File: config.mk
export PLATFORM = sky130hd
export DESIGN_NAME = ifetch_unit_flat
export DESIGN_NICKNAME = d
export VERILOG_FILES = /design/src/rtl/ifetch_pkg.sv /design/src/rtl/ifetch_if.sv /design/src/rtl/ifetch_wdt.sv /design/src/rtl/ifetch_unit.sv /design/src/flat_wrapper.sv
export SDC_FILE = /design/constraint.sdc
export NUM_CORES = 1
export LEC_CHECK = 0
export ABC_AREA = 1
export CORE_MARGIN = 5
export CORE_UTILIZATION = 40
export CTS_CLUSTER_SIZE = 20
export DETAILED_ROUTE_END_ITERATION = 16
export HOLD_SLACK_MARGIN = 0.03
export PLACE_DENSITY = 0.8
export SYNTH_ARGS = -nofsm -noshare
export SYNTH_HDL_FRONTEND = slang
export SYNTH_SLANG_ARGS = --single-unit
File: constraint.sdc
create_clock -name clk_i -period 1.65 [get_ports clk_i]
set_input_delay 0.33 -clock clk_i [delete_from_list [all_inputs] [get_ports clk_i]]
set_output_delay 0.33 -clock clk_i [all_outputs]
set_load 0.03 [all_outputs]
File: src/rtl/ifetch_pkg.sv
// Shared types and constants for the instruction-fetch stage.
// Optional misalign check is enabled by defining IFETCH_MISALIGN_CHK_EN.
package ifetch_pkg;

    typedef enum logic [1:0] {
        BOOT = 2'd0,
        REQ  = 2'd1,
        FULL = 2'd2,
        ERR  = 2'd3
    } ifetch_state_t;

    localparam logic [31:0] NOP_DEFAULT = 32'h0000_0013;
    localparam logic [31:0] RST_PC      = 32'hFFFF_FFFC;

endpackage

File: src/rtl/ifetch_if.sv
// Instruction-memory and decode handshake bundle of the fetch stage.
// Optional misalign check is enabled by defining IFETCH_MISALIGN_CHK_EN.
interface ifetch_if;

    logic        imem_req_o;
    logic [31:0] imem_addr_o;
    logic        imem_ack_i;
    logic [31:0] imem_rdata_i;
    logic [31:0] inst_o;
    logic [31:0] inst_pc_o;
    logic        inst_valid_o;
    logic        id_ready_i;

    modport master (
        output imem_req_o,
        output imem_addr_o,
        input  imem_ack_i,
        input  imem_rdata_i,
        output inst_o,
        output inst_pc_o,
        output inst_valid_o,
        input  id_ready_i
    );

    modport slave (
        input  imem_req_o,
        input  imem_addr_o,
        output imem_ack_i,
        output imem_rdata_i,
        input  inst_o,
        input  inst_pc_o,
        input  inst_valid_o,
        output id_ready_i
    );

endinterface

File: src/rtl/ifetch_wdt.sv
// Fetch timeout counter: counts request cycles without ack, saturating.
// Optional misalign check is enabled by defining IFETCH_MISALIGN_CHK_EN.
module ifetch_wdt #(
    parameter int TIMEOUT_CYCLES = 16
) (
    input  logic clk_i,
    input  logic rst_n,
    input  logic clear,
    input  logic count,
    output logic expired
);

    localparam int W = $clog2(TIMEOUT_CYCLES + 1);
    localparam logic [W-1:0] LAST = W'(TIMEOUT_CYCLES - 1);

    logic [W-1:0] cnt;

    assign expired = (cnt == LAST);

    // Count unanswered request cycles; hold at LAST so it never wraps.
    always_ff @(posedge clk_i or negedge rst_n) begin
        if (!rst_n) begin
            cnt <= '0;
        end else if (clear) begin
            cnt <= '0;
        end else if (count && !expired) begin
            cnt <= cnt + 1'b1;
        end
    end

endmodule

File: src/rtl/ifetch_unit.sv
// Instruction-fetch stage: PC -> imem req/ack -> held instruction for decode.
// Optional misalign check is enabled by defining IFETCH_MISALIGN_CHK_EN.
module ifetch_unit
    import ifetch_pkg::*;
#(
    parameter int          TIMEOUT_CYCLES = 16,
    parameter logic [31:0] NOP_INST       = NOP_DEFAULT
) (
    input  logic        clk_i,
    input  logic        rst_n,
    input  logic [31:0] pc_i,
    output logic        pc_en_o,
    ifetch_if.master    bus,
    output logic        bus_err_o,
    output logic        misalign_o
);

    ifetch_state_t state;

    logic        misaligned;
    logic        ack_hit;
    logic        expired;
    logic        wdt_clear;
    logic        wdt_count;
    logic [31:0] inst_q;
    logic [31:0] inst_pc_q;
    logic        valid_q;
    logic        err_q;
    logic        mis_q;

`ifdef IFETCH_MISALIGN_CHK_EN
    assign misaligned = (state == REQ) && (pc_i[1:0] != 2'b00);
`else
    assign misaligned = 1'b0;
`endif

    assign ack_hit   = (state == REQ) && !misaligned && bus.imem_ack_i;
    assign wdt_count = (state == REQ) && !misaligned && !ack_hit;
    assign wdt_clear = !wdt_count;

    assign bus.imem_req_o   = (state == REQ) && !misaligned;
    assign bus.imem_addr_o  = {pc_i[31:2], 2'b00};
    assign bus.inst_o       = inst_q;
    assign bus.inst_pc_o    = inst_pc_q;
    assign bus.inst_valid_o = valid_q;
    assign bus_err_o        = err_q;
    assign misalign_o       = mis_q;

    assign pc_en_o = (state == BOOT)
                   || ((state == FULL) && bus.id_ready_i);

    ifetch_wdt #(
        .TIMEOUT_CYCLES(TIMEOUT_CYCLES)
    ) u_wdt (
        .clk_i  (clk_i),
        .rst_n  (rst_n),
        .clear  (wdt_clear),
        .count  (wdt_count),
        .expired(expired)
    );

    // Fetch FSM with the held instruction and status registers.
    always_ff @(posedge clk_i or negedge rst_n) begin
        if (!rst_n) begin
            state     <= BOOT;
            inst_q    <= NOP_INST;
            inst_pc_q <= '0;
            valid_q   <= 1'b0;
            err_q     <= 1'b0;
            mis_q     <= 1'b0;
        end else begin
            unique case (state)
                BOOT: begin
                    state <= REQ;
                end
                REQ: begin
                    if (misaligned) begin
                        inst_q    <= NOP_INST;
                        inst_pc_q <= pc_i;
                        mis_q     <= 1'b1;
                        valid_q   <= 1'b1;
                        state     <= FULL;
                    end else if (ack_hit) begin
                        inst_q    <= bus.imem_rdata_i;
                        inst_pc_q <= pc_i;
                        mis_q     <= 1'b0;
                        valid_q   <= 1'b1;
                        state     <= FULL;
                    end else if (expired) begin
                        err_q <= 1'b1;
                        state <= ERR;
                    end
                end
                FULL: begin
                    if (bus.id_ready_i) begin
                        valid_q <= 1'b0;
                        state   <= REQ;
                    end
                end
                ERR: begin
                    valid_q <= 1'b0;
                    err_q   <= 1'b1;
                end
                default: begin
                    state <= BOOT;
                end
            endcase
        end
    end

endmodule

File: src/flat_wrapper.sv
// flat-port wrapper written by rule: the top's interface ports become plain ports
module ifetch_unit_flat import ifetch_pkg::*;
#(
    parameter int          TIMEOUT_CYCLES = 16,
    parameter logic [31:0] NOP_INST       = NOP_DEFAULT
)
  (clk_i, rst_n, pc_i, pc_en_o, bus_err_o, misalign_o, bus_imem_req_o, bus_imem_addr_o, bus_imem_ack_i, bus_imem_rdata_i, bus_inst_o, bus_inst_pc_o, bus_inst_valid_o, bus_id_ready_i);
  ifetch_if bus_i ();
  input  logic clk_i;
  input  logic rst_n;
  input  logic [31:0] pc_i;
  output logic pc_en_o;
  output logic bus_err_o;
  output logic misalign_o;
  output wire logic [$bits(bus_i.imem_req_o)-1:0] bus_imem_req_o;
  output wire logic [$bits(bus_i.imem_addr_o)-1:0] bus_imem_addr_o;
  input wire logic [$bits(bus_i.imem_ack_i)-1:0] bus_imem_ack_i;
  input wire logic [$bits(bus_i.imem_rdata_i)-1:0] bus_imem_rdata_i;
  output wire logic [$bits(bus_i.inst_o)-1:0] bus_inst_o;
  output wire logic [$bits(bus_i.inst_pc_o)-1:0] bus_inst_pc_o;
  output wire logic [$bits(bus_i.inst_valid_o)-1:0] bus_inst_valid_o;
  input wire logic [$bits(bus_i.id_ready_i)-1:0] bus_id_ready_i;
  assign bus_imem_req_o = bus_i.imem_req_o;
  assign bus_imem_addr_o = bus_i.imem_addr_o;
  assign bus_i.imem_ack_i = bus_imem_ack_i;
  assign bus_i.imem_rdata_i = bus_imem_rdata_i;
  assign bus_inst_o = bus_i.inst_o;
  assign bus_inst_pc_o = bus_i.inst_pc_o;
  assign bus_inst_valid_o = bus_i.inst_valid_o;
  assign bus_i.id_ready_i = bus_id_ready_i;
  ifetch_unit #(.TIMEOUT_CYCLES(TIMEOUT_CYCLES), .NOP_INST(NOP_INST)) u_core (.clk_i(clk_i), .rst_n(rst_n), .pc_i(pc_i), .pc_en_o(pc_en_o), .bus(bus_i), .bus_err_o(bus_err_o), .misalign_o(misalign_o));
endmodule
==> results of run 1 <==
==> kinds of logic (layout without fill, tap and decap cells) <==
| kind of cell | Yosys count | in the layout | share of synthesized area |
|---|---|---|---|
| AO/OA/AOI/OAI | 9 | 9 | 0.01464 |
| other | 1 | 3 | 0.001155 |
| adder cells (fa/ha/maj) | 2 | 2 | 0.007703 |
| flip-flops | 73 | 73 | 0.5636 |
| buffers and inverters | 66 | 201 | 0.1344 |
| AND/OR/NAND/NOR | 216 | 216 | 0.2785 |
==> power groups by stage <==
stage	registers [mW]	logic, mW	clock network, mW
3_3_place_gp	2.98	4.76	0
6_report	2.94	4.25	1.24
3_5_place_dp	3.00	4.83	0
2_1_floorplan	4.46	1.35	0
4_1_cts	2.95	4.33	1.31
5_1_grt	3.05	4.59	1.39
==> per-layer routing <==
layer	track usage	wire length (um)	share of wire
met1	0.2026	3475	0.40
met2	0.2884	4270	0.50
met3	0.05768	725	0.084
met4	0.06321	125	0.015
met5	0	0	0
==> registers in the layout, indices dropped and copies added, names as in the netlist <==
register and cells:
u_core.state 2, u_core.u_wdt.cnt 5, u_core.bus.inst_o 32, u_core.bus.inst_pc_o 32, u_core.bus.inst_valid_o 1, u_core.bus_err_o 1
==> placed cells by master (no fill, tap or decap), types with 5 or more instances in the layout <==
master                            instances
sky130_fd_sc_hd__nand2_1                137
sky130_fd_sc_hd__nand3_1                 73
sky130_fd_sc_hd__dfrtp_1                 70
sky130_fd_sc_hd__dlygate4sd2_1           66
sky130_fd_sc_hd__clkdlybuf4s50_1         65
sky130_fd_sc_hd__buf_4                   37
sky130_fd_sc_hd__inv_1                   10
sky130_fd_sc_hd__clkbuf_8                10
sky130_fd_sc_hd__nor2_1                   5
sky130_fd_sc_hd__a21oi_1                  5
==> metrics by stage <==
stage          total power [mW]    util  setup slack [ns]
6_report                  8.436  0.6091           0.05160
5_1_grt                   9.034  0.6091          0.003134
3_5_place_dp              7.835  0.5950            0.1209
3_3_place_gp              7.735  0.5950            0.1483
2_1_floorplan             5.807       -            0.2605
4_1_cts                   8.584  0.6088           0.01582
==> area by class of cell <==
| cell class | instances | share of cell area |
|---|---|---|
| clock buffer | 10 | 0.02894 |
| clock inverter | 6 | 0.008945 |
| inverter | 12 | 0.009471 |
| multi-input combinational | 230 | 0.2084 |
| sequential | 73 | 0.3849 |
| tap | 102 | 0.02683 |
| timing repair buffer | 173 | 0.3325 |
==> final timing paths <==
path	end	slack [ns]
max reg2reg	u_core.bus_err_o	0.16
min	u_core.state[1]	0.40
min reg2reg	u_core.bus_err_o	0.46
max in group asynchronous	u_core.bus.inst_o[0]	0.77
max	bus_inst_o[4]	0.05
min in group asynchronous	u_core.bus.inst_o[12]	0.54
==> repair_timing <==
| action | in CTS | in global routing |
|---|---|---|
| cloned | 0 | 0 |
| hold endpoints to repair | 70 | 0 |
| gates resized for setup | 66 | 1 |
| setup endpoints to repair | 66 | 1 |
| hold buffers | 1 | 0 |
==> tab_implementation.tex, run 1 <==
\begin{tabular}{lr}
\hline
Metric & Value \\
\hline
\multicolumn{2}{l}{\textbf{Power}} \\
Pleak & 2.546 nW \\
Sequential share of power & 0.349 \\
Worst ir drop on vdd & 0.0008537 V \\
Switching power & 3.927 mW \\
Comb power frac & 0.504 \\
Relative contribution of the clock network to total power & 0.147 \\
Internal power & 4.508 mW \\
Power density relative to cell area & 1774 nW/um2 \\
Switching portion of total power & 0.4656 \\
\multicolumn{2}{l}{\textbf{Worst setup path}} \\
Setup crit start kind & flip-flop \\
Number of buffer and inverter instances along the worst setup path & 1 \\
Crit. Startpoint & u\_core.bus.inst\_o[4] \\
Master of the slowest instance on the critical path & sky130\_fd\_sc\_hd\_\_dfstp\_2 \\
Critical Path Fanout Max & 2 \\
Worst Path Class, Setup & reg -> out \\
Slowest stage delay, CP & 0.54 ns \\
Top delay family on crit path & flip-flops \\
CP cell instances & dlygate4sd2\_1 \\
Worst flop-to-flop path startpoint & u\_core.u\_wdt.cnt[0] \\
Data arrival time of the critical path & 1.27 ns \\
Data required time at the worst endpoint & 1.32 ns \\
Worst Reg-to-Reg Cells & 7 \\
Levels on crit path & 1 \\
Kind of capture point of the worst setup path & output port \\
\multicolumn{2}{l}{\textbf{Cells and area}} \\
Multi-input gate area in the final layout & 991.0 um2 \\
Number of fill cells in the layout & 704 \\
Share of post-route cells with drive strength above 1 & 0.1270 \\
Reg area & 1831 um2 \\
Area growth from synthesis to layout & 46.42\% \\
Inserted Diodes & 0 \\
Final instance count without filler cells & 606 \\
Post-route design area & 4756 um2 \\
Total Nets Final & 569 \\
\multicolumn{2}{l}{\textbf{Global routing}} \\
Global-route wire length before repair & 13680 um \\
Pin count of the biggest net entering global routing & 74 \\
GRT Overall Usage & 0.1708 \\
Number of antenna violations at the first check in global routing & 0 \\
Number of global-route vias before repair & 2730 \\
GRT overflow & 0 \\
\multicolumn{2}{l}{\textbf{Synthesis}} \\
Sequential-to-total area share from yosys stat & 0.5636 \\
Top-count cell post-synth & sky130\_fd\_sc\_hd\_\_nand2\_1 \\
Ys flop type & sky130\_fd\_sc\_hd\_\_dfrtp\_1 \\
Number of different library cells in the post-synthesis netlist & 17 \\
YS warnings & 0 \\
Post-synth design cell area & 3248 um2 \\
Top cells by instance count after synthesis & sky130\_fd\_sc\_hd\_\_nand2\_1, sky130\_fd\_sc\_hd\_\_nand3\_1, sky130\_fd\_sc\_hd\_\_dfrtp\_1 \\
Top post-synthesis cells by area & sky130\_fd\_sc\_hd\_\_dfrtp\_1, sky130\_fd\_sc\_hd\_\_nand2\_1, sky130\_fd\_sc\_hd\_\_nand3\_1 \\
Cell count after synthesis & 367 \\
Count of flip-flops with a built-in enable after synthesis & 0 \\
Library cell with the largest summed area after synthesis & sky130\_fd\_sc\_hd\_\_dfrtp\_1 \\
Number of flip-flops and latches in the synthesized netlist & 73 \\
Mean Syn Cell Area & 8.850 um2 \\
Asr flop ratio synth & 1.000 \\
Area share of the largest cell type after synthesis & 0.5393 \\
\multicolumn{2}{l}{\textbf{Clock network}} \\
Count of H-tree levels built during CTS & 3 \\
Clock sink count & 73 \\
TritonCTS clock tree & yes \\
Number of setup buffers added after CTS & 0 \\
Clock Path Buffers & 2 \\
Root Buffer Master & sky130\_fd\_sc\_hd\_\_clkbuf\_8 \\
Clock latency on the worst-skew pair & 0.33 ns \\
Clock slew at the register clock pins of the worst setup and hold paths & 0.08 ns \\
Number of buffers created by CTS & 9 \\
\multicolumn{2}{l}{\textbf{Place}} \\
Total placed cells including tap cells & 589 \\
Total placed instance area & 4646 um2 \\
Weighted congestion at the end of routability-driven global placement & 0.8026 \\
Quantity of I/O buffers inserted on ports & 165 \\
HPWL reported at the end of detailed placement & 6276 um \\
\multicolumn{2}{l}{\textbf{Outcome}} \\
Run status & finished, final reports clean \\
\multicolumn{2}{l}{\textbf{Detailed routing}} \\
Via/cell ratio & 4.635 \\
Detailed Routing Iterations Pass 1 & 4 \\
Routed via count & 2809 \\
Drc violations & 0 \\
Post-Route WL & 8597 um \\
Remaining number of nets flagged by the antenna check after routing & 0 \\
Detail-routed net length per standard cell & 14.19 um \\
DR iter-0 viols & 96 \\
\multicolumn{2}{l}{\textbf{Floorplanning}} \\
Core Region & 7807 um2 \\
Die footprint & 10020 um2 \\
Die span in y & 100.1 um \\
Standard-cell row count & 32 \\
I/O pin count & 169 \\
Initial standard-cell utilization of the core & 0.4160 \\
Die outline width & 100.1 um \\
\multicolumn{2}{l}{\textbf{STA}} \\
Post-Route Skew & 0.008933 ns \\
Pins Over Slew Limit & 0 \\
Peak clock frequency supported by timing & 625.6 MHz \\
Share of the clock period used by the worst path & 0.9687 \\
Number of failing setup endpoints in the final timing report & 0 \\
Hold Fails Final Rpt & 0 \\
Post-route setup TNS & 0 ns \\
Post-layout minimum cycle time & 1.598 ns \\
Worst hold slack across all endpoints & 0.4006 ns \\
RSZ-0062 raised after global routing & no \\
\multicolumn{2}{l}{\textbf{Flow run}} \\
\# Max-Cap Violations & 0 \\
\multicolumn{2}{l}{\textbf{Hold path}} \\
Start point of the worst hold path & bus\_imem\_ack\_i \\
Hold path depth & 3 \\
Hold Path Class & in -> reg \\
\hline
\end{tabular}
Power figures use the tool's default switching activity.
==> run 2: changes to the inputs <==
--- a/config.mk
+++ b/config.mk
@@ -6,7 +6,7 @@
 export NUM_CORES = 1
 export LEC_CHECK = 0
 export ABC_AREA = 1
-export CORE_MARGIN = 5
+export CORE_MARGIN = 2
 export CORE_UTILIZATION = 40
 export CTS_CLUSTER_SIZE = 20
 export DETAILED_ROUTE_END_ITERATION = 16
==> run 2 against run 1 <==
Global-route usage rose by 2.0 points. Critical path depth did not move. Clock-buffer cell count grew 2. Clock skew decreased by 0.0011 ns. Worst hold slack got worse by 0.0038 ns. Core utilization decreased by 0.38 points. Critical path type unchanged. Sequential power about the same. Non-clock buffer count is 1 higher. Combinational power is essentially flat. Cell area down 0.63%. Worst setup slack better by 0.019 ns.
==> tab_implementation.tex, run 2 (synthesized netlist as in run 1, its figures left out) <==
\begin{tabular}{lr}
\hline
Metric & Value \\
\hline
\multicolumn{2}{l}{\textbf{Power}} \\
Switching power & 3.897 mW (was 3.927 mW) \\
Comb power frac & 0.507 (was 0.504) \\
Sequential share of power & 0.355 (was 0.349) \\
Relative contribution of the clock network to total power & 0.137 (was 0.147) \\
Switching portion of total power & 0.4661 (was 0.4656) \\
Pleak & 2.541 nW (was 2.546 nW) \\
Worst ir drop on vdd & 0.0008585 V (was 0.0008537 V) \\
Internal power & 4.464 mW (was 4.508 mW) \\
Power density relative to cell area & 1769 nW/um2 (was 1774 nW/um2) \\
\multicolumn{2}{l}{\textbf{Cells and area}} \\
Inserted Diodes & 0 (unchanged) \\
Area growth from synthesis to layout & 45.49\% (was 46.42\%) \\
Most common cell after layout, fill and taps aside & sky130\_fd\_sc\_hd\_\_nand2\_1 (unchanged) \\
Share of post-route cells with drive strength above 1 & 0.1228 (was 0.1270) \\
Total Nets Final & 570 (was 569) \\
Highest-count cells in the layout ignoring fill and taps & sky130\_fd\_sc\_hd\_\_nand2\_1, sky130\_fd\_sc\_hd\_\_nand3\_1, sky130\_fd\_sc\_hd\_\_dfrtp\_1 (unchanged) \\
\multicolumn{2}{l}{\textbf{Worst setup path}} \\
Critical Path Fanout Max & 2 (unchanged) \\
Data required time at the worst endpoint & 1.32 ns (about the same) \\
Top delay family on crit path & flip-flops (unchanged) \\
Setup crit start kind & flip-flop (unchanged) \\
Kind of capture point of the worst setup path & output port (unchanged) \\
Number of buffer and inverter instances along the worst setup path & 1 (unchanged) \\
Master of the slowest instance on the critical path & sky130\_fd\_sc\_hd\_\_dfstp\_2 (unchanged) \\
Slowest stage delay, CP & 0.53 ns (was 0.54 ns) \\
CP cell instances & dlygate4sd2\_1 (unchanged) \\
Data arrival time of the critical path & 1.25 ns (was 1.27 ns) \\
Worst Path Class, Setup & reg -> out (unchanged) \\
\multicolumn{2}{l}{\textbf{Place}} \\
Post-placement setup slack & 0.1359 ns (was 0.1209 ns) \\
HPWL reported at the end of detailed placement & 6070 um (was 6276 um) \\
Weighted congestion at the end of routability-driven global placement & 0.7256 (was 0.8026) \\
Quantity of I/O buffers inserted on ports & 165 (unchanged) \\
\multicolumn{2}{l}{\textbf{Floorplanning}} \\
Die span in y & 94.11 um (was 100.1 um) \\
Die footprint & 8857 um2 (was 10020 um2) \\
I/O pin count & 169 (unchanged) \\
Standard-cell row count & 32 (unchanged) \\
Initial standard-cell utilization of the core & 0.4160 (unchanged) \\
Core Region & 7807 um2 (unchanged) \\
Die outline width & 94.11 um (was 100.1 um) \\
\multicolumn{2}{l}{\textbf{Global routing}} \\
GRT Overall Usage & 0.1909 (was 0.1708) \\
Number of antenna violations at the first check in global routing & 0 (unchanged) \\
Number of global-route vias before repair & 2825 (was 2730) \\
Pin count of the biggest net entering global routing & 46 (was 74) \\
Global-route wire length before repair & 13380 um (was 13680 um) \\
GRT overflow & 0 (unchanged) \\
\multicolumn{2}{l}{\textbf{Clock network}} \\
Root Buffer Master & sky130\_fd\_sc\_hd\_\_clkbuf\_8 (unchanged) \\
Clock sink count & 73 (unchanged) \\
Count of H-tree levels built during CTS & 3 (unchanged) \\
Clock Path Buffers & 2 (unchanged) \\
Clock latency on the worst-skew pair & 0.33 ns (about the same) \\
Number of buffers created by CTS & 9 (unchanged) \\
Number of setup buffers added after CTS & 0 (unchanged) \\
Clock slew at the register clock pins of the worst setup and hold paths & 0.07 ns (was 0.08 ns) \\
TritonCTS clock tree & yes (unchanged) \\
\multicolumn{2}{l}{\textbf{Detailed routing}} \\
DR iter-0 viols & 123 (was 96) \\
Via/cell ratio & 4.718 (was 4.635) \\
Routed via count & 2864 (was 2809) \\
Post-Route WL & 8359 um (was 8597 um) \\
Drc violations & 0 (unchanged) \\
Detailed Routing Iterations Pass 1 & 4 (unchanged) \\
Remaining number of nets flagged by the antenna check after routing & 0 (unchanged) \\
Detail-routed net length per standard cell & 13.77 um (was 14.19 um) \\
\multicolumn{2}{l}{\textbf{STA}} \\
Peak clock frequency supported by timing & 633.1 MHz (was 625.6 MHz) \\
Post-layout minimum cycle time & 1.580 ns (was 1.598 ns) \\
Post-Route Skew & 0.007807 ns (was 0.008933 ns) \\
Hold Fails Final Rpt & 0 (unchanged) \\
Share of the clock period used by the worst path & 0.9573 (was 0.9687) \\
Final worst-path setup slack & 0.07048 ns (was 0.05160 ns) \\
Post-route setup TNS & 0 ns (unchanged) \\
Worst hold slack across all endpoints & 0.3968 ns (was 0.4006 ns) \\
Pins Over Slew Limit & 0 (unchanged) \\
Number of failing setup endpoints in the final timing report & 0 (unchanged) \\
RSZ-0062 raised after global routing & no (unchanged) \\
\multicolumn{2}{l}{\textbf{Hold path}} \\
Hold Path Class & in -> reg (unchanged) \\
\multicolumn{2}{l}{\textbf{Outcome}} \\
Run status & finished, final reports clean (unchanged) \\
\multicolumn{2}{l}{\textbf{Flow run}} \\
\# Max-Cap Violations & 0 (unchanged) \\
\hline
\end{tabular}
[run 2: layout make-up]
type	instances	area, um2
Inverter	12	45.04
Timing Repair Buffer	174	1577
Tap cell	102	127.6
Clock inverter	4	20.02
Multi-Input combinational cell	230	991.0
Fill cell	708	3082
Clock buffer	12	135.1
Sequential cell	73	1831
[run 2: final timing paths]
kind,startpoint,endpoint,slack (ns),cells after the start
setup / recovery,u_core.bus.inst_o[4],bus_inst_o[4],0.07,1
hold / removal,bus_imem_ack_i,u_core.state[1],0.40,3
setup reg to reg,u_core.u_wdt.cnt[0],u_core.bus_err_o,0.18,7
hold reg to reg,u_core.bus_err_o,u_core.bus_err_o,0.47,1
max in group asynchronous,rst_n,u_core.bus.inst_o[6],0.58,3
min in group asynchronous,rst_n,u_core.bus.inst_o[3],0.49,2
[run 2: through the flow]
step | power, mW | utilization | std cells | area [um2]
finish | 8.360 | 0.6053 | 607 | 4726
global route | 8.940 | 0.6053 | 607 | 4726
CTS | 8.469 | 0.6050 | 607 | 4723
detailed placement | 7.834 | 0.5944 | 590 | 4641
global placement | 7.702 | 0.5944 | 590 | 4641
floorplan | 5.807 | - | 369 | 3256
[run 2: layer usage]
metal,track usage,wire length [um],vias to the layer above
met3,0.04896,638,9
met4,0.05797,82,0
met5,0,0,-
met1,0.2298,3371,1359
li1,-,-,1396
met2,0.3351,4267,100
[run 2: what timing repair did]
action | CTS | global route
gates resized for setup | 66 | 1
endpoints found under the setup margin | 66 | 2
endpoints found under the hold margin | 33 | 0
hold buffers | 1 | 0
[run 2: worst reg2reg max path: stages, from the launching register on]
cell,delay (ns)
sky130_fd_sc_hd__dfrtp_1,0.41
sky130_fd_sc_hd__ha_1,0.24
sky130_fd_sc_hd__nand2_1,0.07
sky130_fd_sc_hd__nor2_1,0.04
sky130_fd_sc_hd__ha_2,0.20
sky130_fd_sc_hd__inv_1,0.15
sky130_fd_sc_hd__o21ai_0,0.10
sky130_fd_sc_hd__a21o_1,0.15
[run 2: power groups by stage]
stage,combinational [mW],sequential [mW],clock [mW]
2_1_floorplan,1.35,4.46,0
3_3_place_gp,4.73,2.97,0
3_5_place_dp,4.81,3.02,0
4_1_cts,4.30,2.97,1.20
5_1_grt,4.61,3.06,1.27
6_report,4.24,2.97,1.15
==> run 3: changes to the inputs <==
--- a/config.mk
+++ b/config.mk
@@ -11,7 +11,9 @@
 export CTS_CLUSTER_SIZE = 20
 export DETAILED_ROUTE_END_ITERATION = 16
 export HOLD_SLACK_MARGIN = 0.03
-export PLACE_DENSITY = 0.8
+export MAX_ROUTING_LAYER = met4
+export PLACE_DENSITY = 0.79
+export SKIP_CTS_REPAIR_TIMING = 1
 export SYNTH_ARGS = -nofsm -noshare
 export SYNTH_HDL_FRONTEND = slang
 export SYNTH_SLANG_ARGS = --single-unit
==> run 3 against run 2 <==
Non-clock buffer count up 2. Routed wire length up 4.5%. Critical endpoint is now pc_en_o. Sequential share of layout area down 2.1 points. Final cell count up 0.33%. Sequential cell count unchanged. Global-route usage up 0.90 points. Critical path type is now in -> out. Sequential power about the same. Clock skew up 0.0024 ns. Core utilization up 3.5 points.
==> tab_implementation.tex, run 3 (synthesized netlist as in run 1, its figures left out) <==
\begin{tabular}{lr}
\hline
Metric & Value \\
\hline
\multicolumn{2}{l}{\textbf{STA}} \\
Peak clock frequency supported by timing & 643.3 MHz (was 633.1 MHz) \\
Pins Over Slew Limit & 0 (unchanged) \\
Post-layout minimum cycle time & 1.554 ns (was 1.580 ns) \\
Worst hold slack across all endpoints & 0.4244 ns (was 0.3968 ns) \\
Number of failing setup endpoints in the final timing report & 0 (unchanged) \\
Post-Route Skew & 0.01016 ns (was 0.007807 ns) \\
RSZ-0062 raised after global routing & no (unchanged) \\
Hold Fails Final Rpt & 0 (unchanged) \\
Share of the clock period used by the worst path & 0.9421 (was 0.9573) \\
\multicolumn{2}{l}{\textbf{Worst setup path}} \\
Data required time at the worst endpoint & 1.32 ns (about the same) \\
Critical Path End & pc\_en\_o (was bus\_inst\_o[4]) \\
Worst Path Class, Setup & in -> out (was reg -> out) \\
Worst r2r dst & u\_core.bus\_err\_o (unchanged) \\
Kind of capture point of the worst setup path & output port (unchanged) \\
CP cell instances & clkdlybuf4s50\_1, inv\_1, a21oi\_1, buf\_4 (was dlygate4sd2\_1) \\
Slack of the worst reg-to-reg path & 0.12 ns (was 0.18 ns) \\
Critical Path Fanout Max & 3 (was 2) \\
Worst Reg-to-Reg Cells & 7 (unchanged) \\
Crit. Startpoint & bus\_id\_ready\_i (was u\_core.bus.inst\_o[4]) \\
Worst flop-to-flop path startpoint & u\_core.u\_wdt.cnt[0] (unchanged) \\
Slowest stage delay, CP & 0.45 ns (was 0.53 ns) \\
Master of the slowest instance on the critical path & sky130\_fd\_sc\_hd\_\_clkdlybuf4s50\_1 (was sky130\_fd\_sc\_hd\_\_dfstp\_2) \\
Data arrival time of the critical path & 1.22 ns (was 1.25 ns) \\
Setup crit start kind & input port (was flip-flop) \\
\multicolumn{2}{l}{\textbf{Cells and area}} \\
Most common cell after layout, fill and taps aside & sky130\_fd\_sc\_hd\_\_nand2\_1 (unchanged) \\
Inserted Diodes & 0 (unchanged) \\
Total Nets Final & 572 (was 570) \\
Share of post-route cells with drive strength above 1 & 0.1262 (was 0.1228) \\
Post-route design area & 5001 um2 (was 4726 um2) \\
Multi-input gate area in the final layout & 991.0 um2 (unchanged) \\
Reg area & 1831 um2 (unchanged) \\
Area growth from synthesis to layout & 53.97\% (was 45.49\%) \\
Number of fill cells in the layout & 655 (was 708) \\
Highest-count cells in the layout ignoring fill and taps & sky130\_fd\_sc\_hd\_\_nand2\_1, sky130\_fd\_sc\_hd\_\_nand3\_1, sky130\_fd\_sc\_hd\_\_dfrtp\_1 (unchanged) \\
\multicolumn{2}{l}{\textbf{Detailed routing}} \\
Detail-routed net length per standard cell & 14.34 um (was 13.77 um) \\
Routed via count & 2942 (was 2864) \\
DR iter-0 viols & 150 (was 123) \\
Remaining number of nets flagged by the antenna check after routing & 0 (unchanged) \\
Via/cell ratio & 4.831 (was 4.718) \\
Drc violations & 0 (unchanged) \\
Detailed Routing Iterations Pass 1 & 4 (unchanged) \\
Post-Route WL & 8736 um (was 8359 um) \\
\multicolumn{2}{l}{\textbf{Global routing}} \\
GRT Overall Usage & 0.2000 (was 0.1909) \\
Global-route wire length before repair & 13560 um (was 13380 um) \\
Number of global-route vias before repair & 2868 (was 2825) \\
GRT overflow & 0 (unchanged) \\
Pin count of the biggest net entering global routing & 43 (was 46) \\
Number of antenna violations at the first check in global routing & 0 (unchanged) \\
\multicolumn{2}{l}{\textbf{Power}} \\
Switching power & 3.947 mW (was 3.897 mW) \\
Worst ir drop on vdd & 0.001251 V (was 0.0008585 V) \\
Internal power & 4.911 mW (was 4.464 mW) \\
Comb power frac & 0.527 (was 0.507) \\
Relative contribution of the clock network to total power & 0.137 (about the same) \\
Power density relative to cell area & 1771 nW/um2 (was 1769 nW/um2) \\
Pleak & 3.200 nW (was 2.541 nW) \\
Sequential share of power & 0.336 (was 0.355) \\
Switching portion of total power & 0.4456 (was 0.4661) \\
\multicolumn{2}{l}{\textbf{Floorplanning}} \\
Initial standard-cell utilization of the core & 0.4160 (unchanged) \\
Die span in y & 94.11 um (unchanged) \\
I/O pin count & 169 (unchanged) \\
Standard-cell row count & 32 (unchanged) \\
Die footprint & 8857 um2 (unchanged) \\
Core Region & 7807 um2 (unchanged) \\
Die outline width & 94.11 um (unchanged) \\
\multicolumn{2}{l}{\textbf{Clock network}} \\
Root Buffer Master & sky130\_fd\_sc\_hd\_\_clkbuf\_8 (unchanged) \\
Count of H-tree levels built during CTS & 3 (unchanged) \\
Clock Path Buffers & 2 (unchanged) \\
Number of buffers created by CTS & 9 (unchanged) \\
Clock slew at the register clock pins of the worst setup and hold paths & 0.07 ns (about the same) \\
TritonCTS clock tree & yes (unchanged) \\
Clock latency on the worst-skew pair & 0.33 ns (about the same) \\
Clock sink count & 73 (unchanged) \\
\multicolumn{2}{l}{\textbf{Place}} \\
Quantity of I/O buffers inserted on ports & 165 (unchanged) \\
Total placed instance area & 4648 um2 (was 4641 um2) \\
HPWL reported at the end of detailed placement & 6133 um (was 6070 um) \\
Weighted congestion at the end of routability-driven global placement & 0.7576 (was 0.7256) \\
\multicolumn{2}{l}{\textbf{Hold path}} \\
Hold Path Class & in -> reg (unchanged) \\
\multicolumn{2}{l}{\textbf{Outcome}} \\
Run status & finished, final reports clean (unchanged) \\
\multicolumn{2}{l}{\textbf{Flow run}} \\
\# Max-Cap Violations & 0 (unchanged) \\
\hline
\end{tabular}
-- run 3: cell count changes in the layout (fill, tap and decap cells not counted), sizes merged --
cell	change
dlygate4sd2	-66
dlymetal6s2s	+66
buf	+2
clkbuf	+1
clkinv	-1
-- run 3: per-stage QoR --
| stage | total power [mW] | std cells | worst slack [ns] | TNS [ns] | utilization |
|---|---|---|---|---|---|
| floorplan | 5.807 | 369 | 0.2605 | 0 | - |
| global placement | 7.708 | 591 | 0.1516 | 0 | 0.5954 |
| detailed placement | 7.831 | 591 | 0.09776 | 0 | 0.5954 |
| CTS | 9.089 | 607 | -0.2417 | -5.086 | 0.6168 |
| global route | 9.423 | 609 | 0.004205 | 0 | 0.6405 |
| finish | 8.858 | 609 | 0.09552 | 0 | 0.6405 |
-- run 3: worst max-delay path: cells and delay by family --
family          cells  cell delay (ns)
buf+inv             3             0.71
compound gates      1             0.18
-- run 3: worst min-delay path by stage --
stage | slack (ns) | endpoint | from | depth (start not counted)
final | 0.42 | u_core.u_wdt.cnt[3] | bus_imem_ack_i | 4
after CTS | -0.12 | u_core.bus.inst_pc_o[27] | rst_n | 1
after detailed placement | 0.25 | u_core.bus.inst_pc_o[27] | rst_n | 1
after floorplan | 0.03 | u_core.bus.inst_o[10] | rst_n | 0
after global routing | 0.42 | u_core.u_wdt.cnt[2] | bus_imem_ack_i | 4
after global placement | 0.25 | u_core.bus.inst_pc_o[27] | rst_n | 1
-- run 3: power by group through the flow --
stage	Combinational, mW	Sequential, mW	Clock (mW)
2_1_floorplan	1.35	4.46	0
3_3_place_gp	4.72	2.99	0
3_5_place_dp	4.81	3.02	0
4_1_cts	4.82	3.01	1.26
5_1_grt	5.00	3.07	1.35
6_report	4.67	2.98	1.21
-- run 3: layer usage --
| metal | up-vias | routed length [um] | global-route usage |
|---|---|---|---|
| met5 | - | 0 | - |
| met4 | 0 | 80 | 0.05797 |
| met3 | 8 | 483 | 0.03531 |
| met2 | 116 | 4718 | 0.3470 |
| met1 | 1413 | 3453 | 0.2393 |
| li1 | 1405 | - | - |
-- run 3: cell type report --
type,instances,area share
Timing Repair Buffer,176,0.3678
Sequential cell,73,0.3660
Multi-Input combinational cell,230,0.1981
Clock buffer,13,0.02977
Tap cell,102,0.02552
Inverter,12,0.009007
Clock inverter,3,0.003753
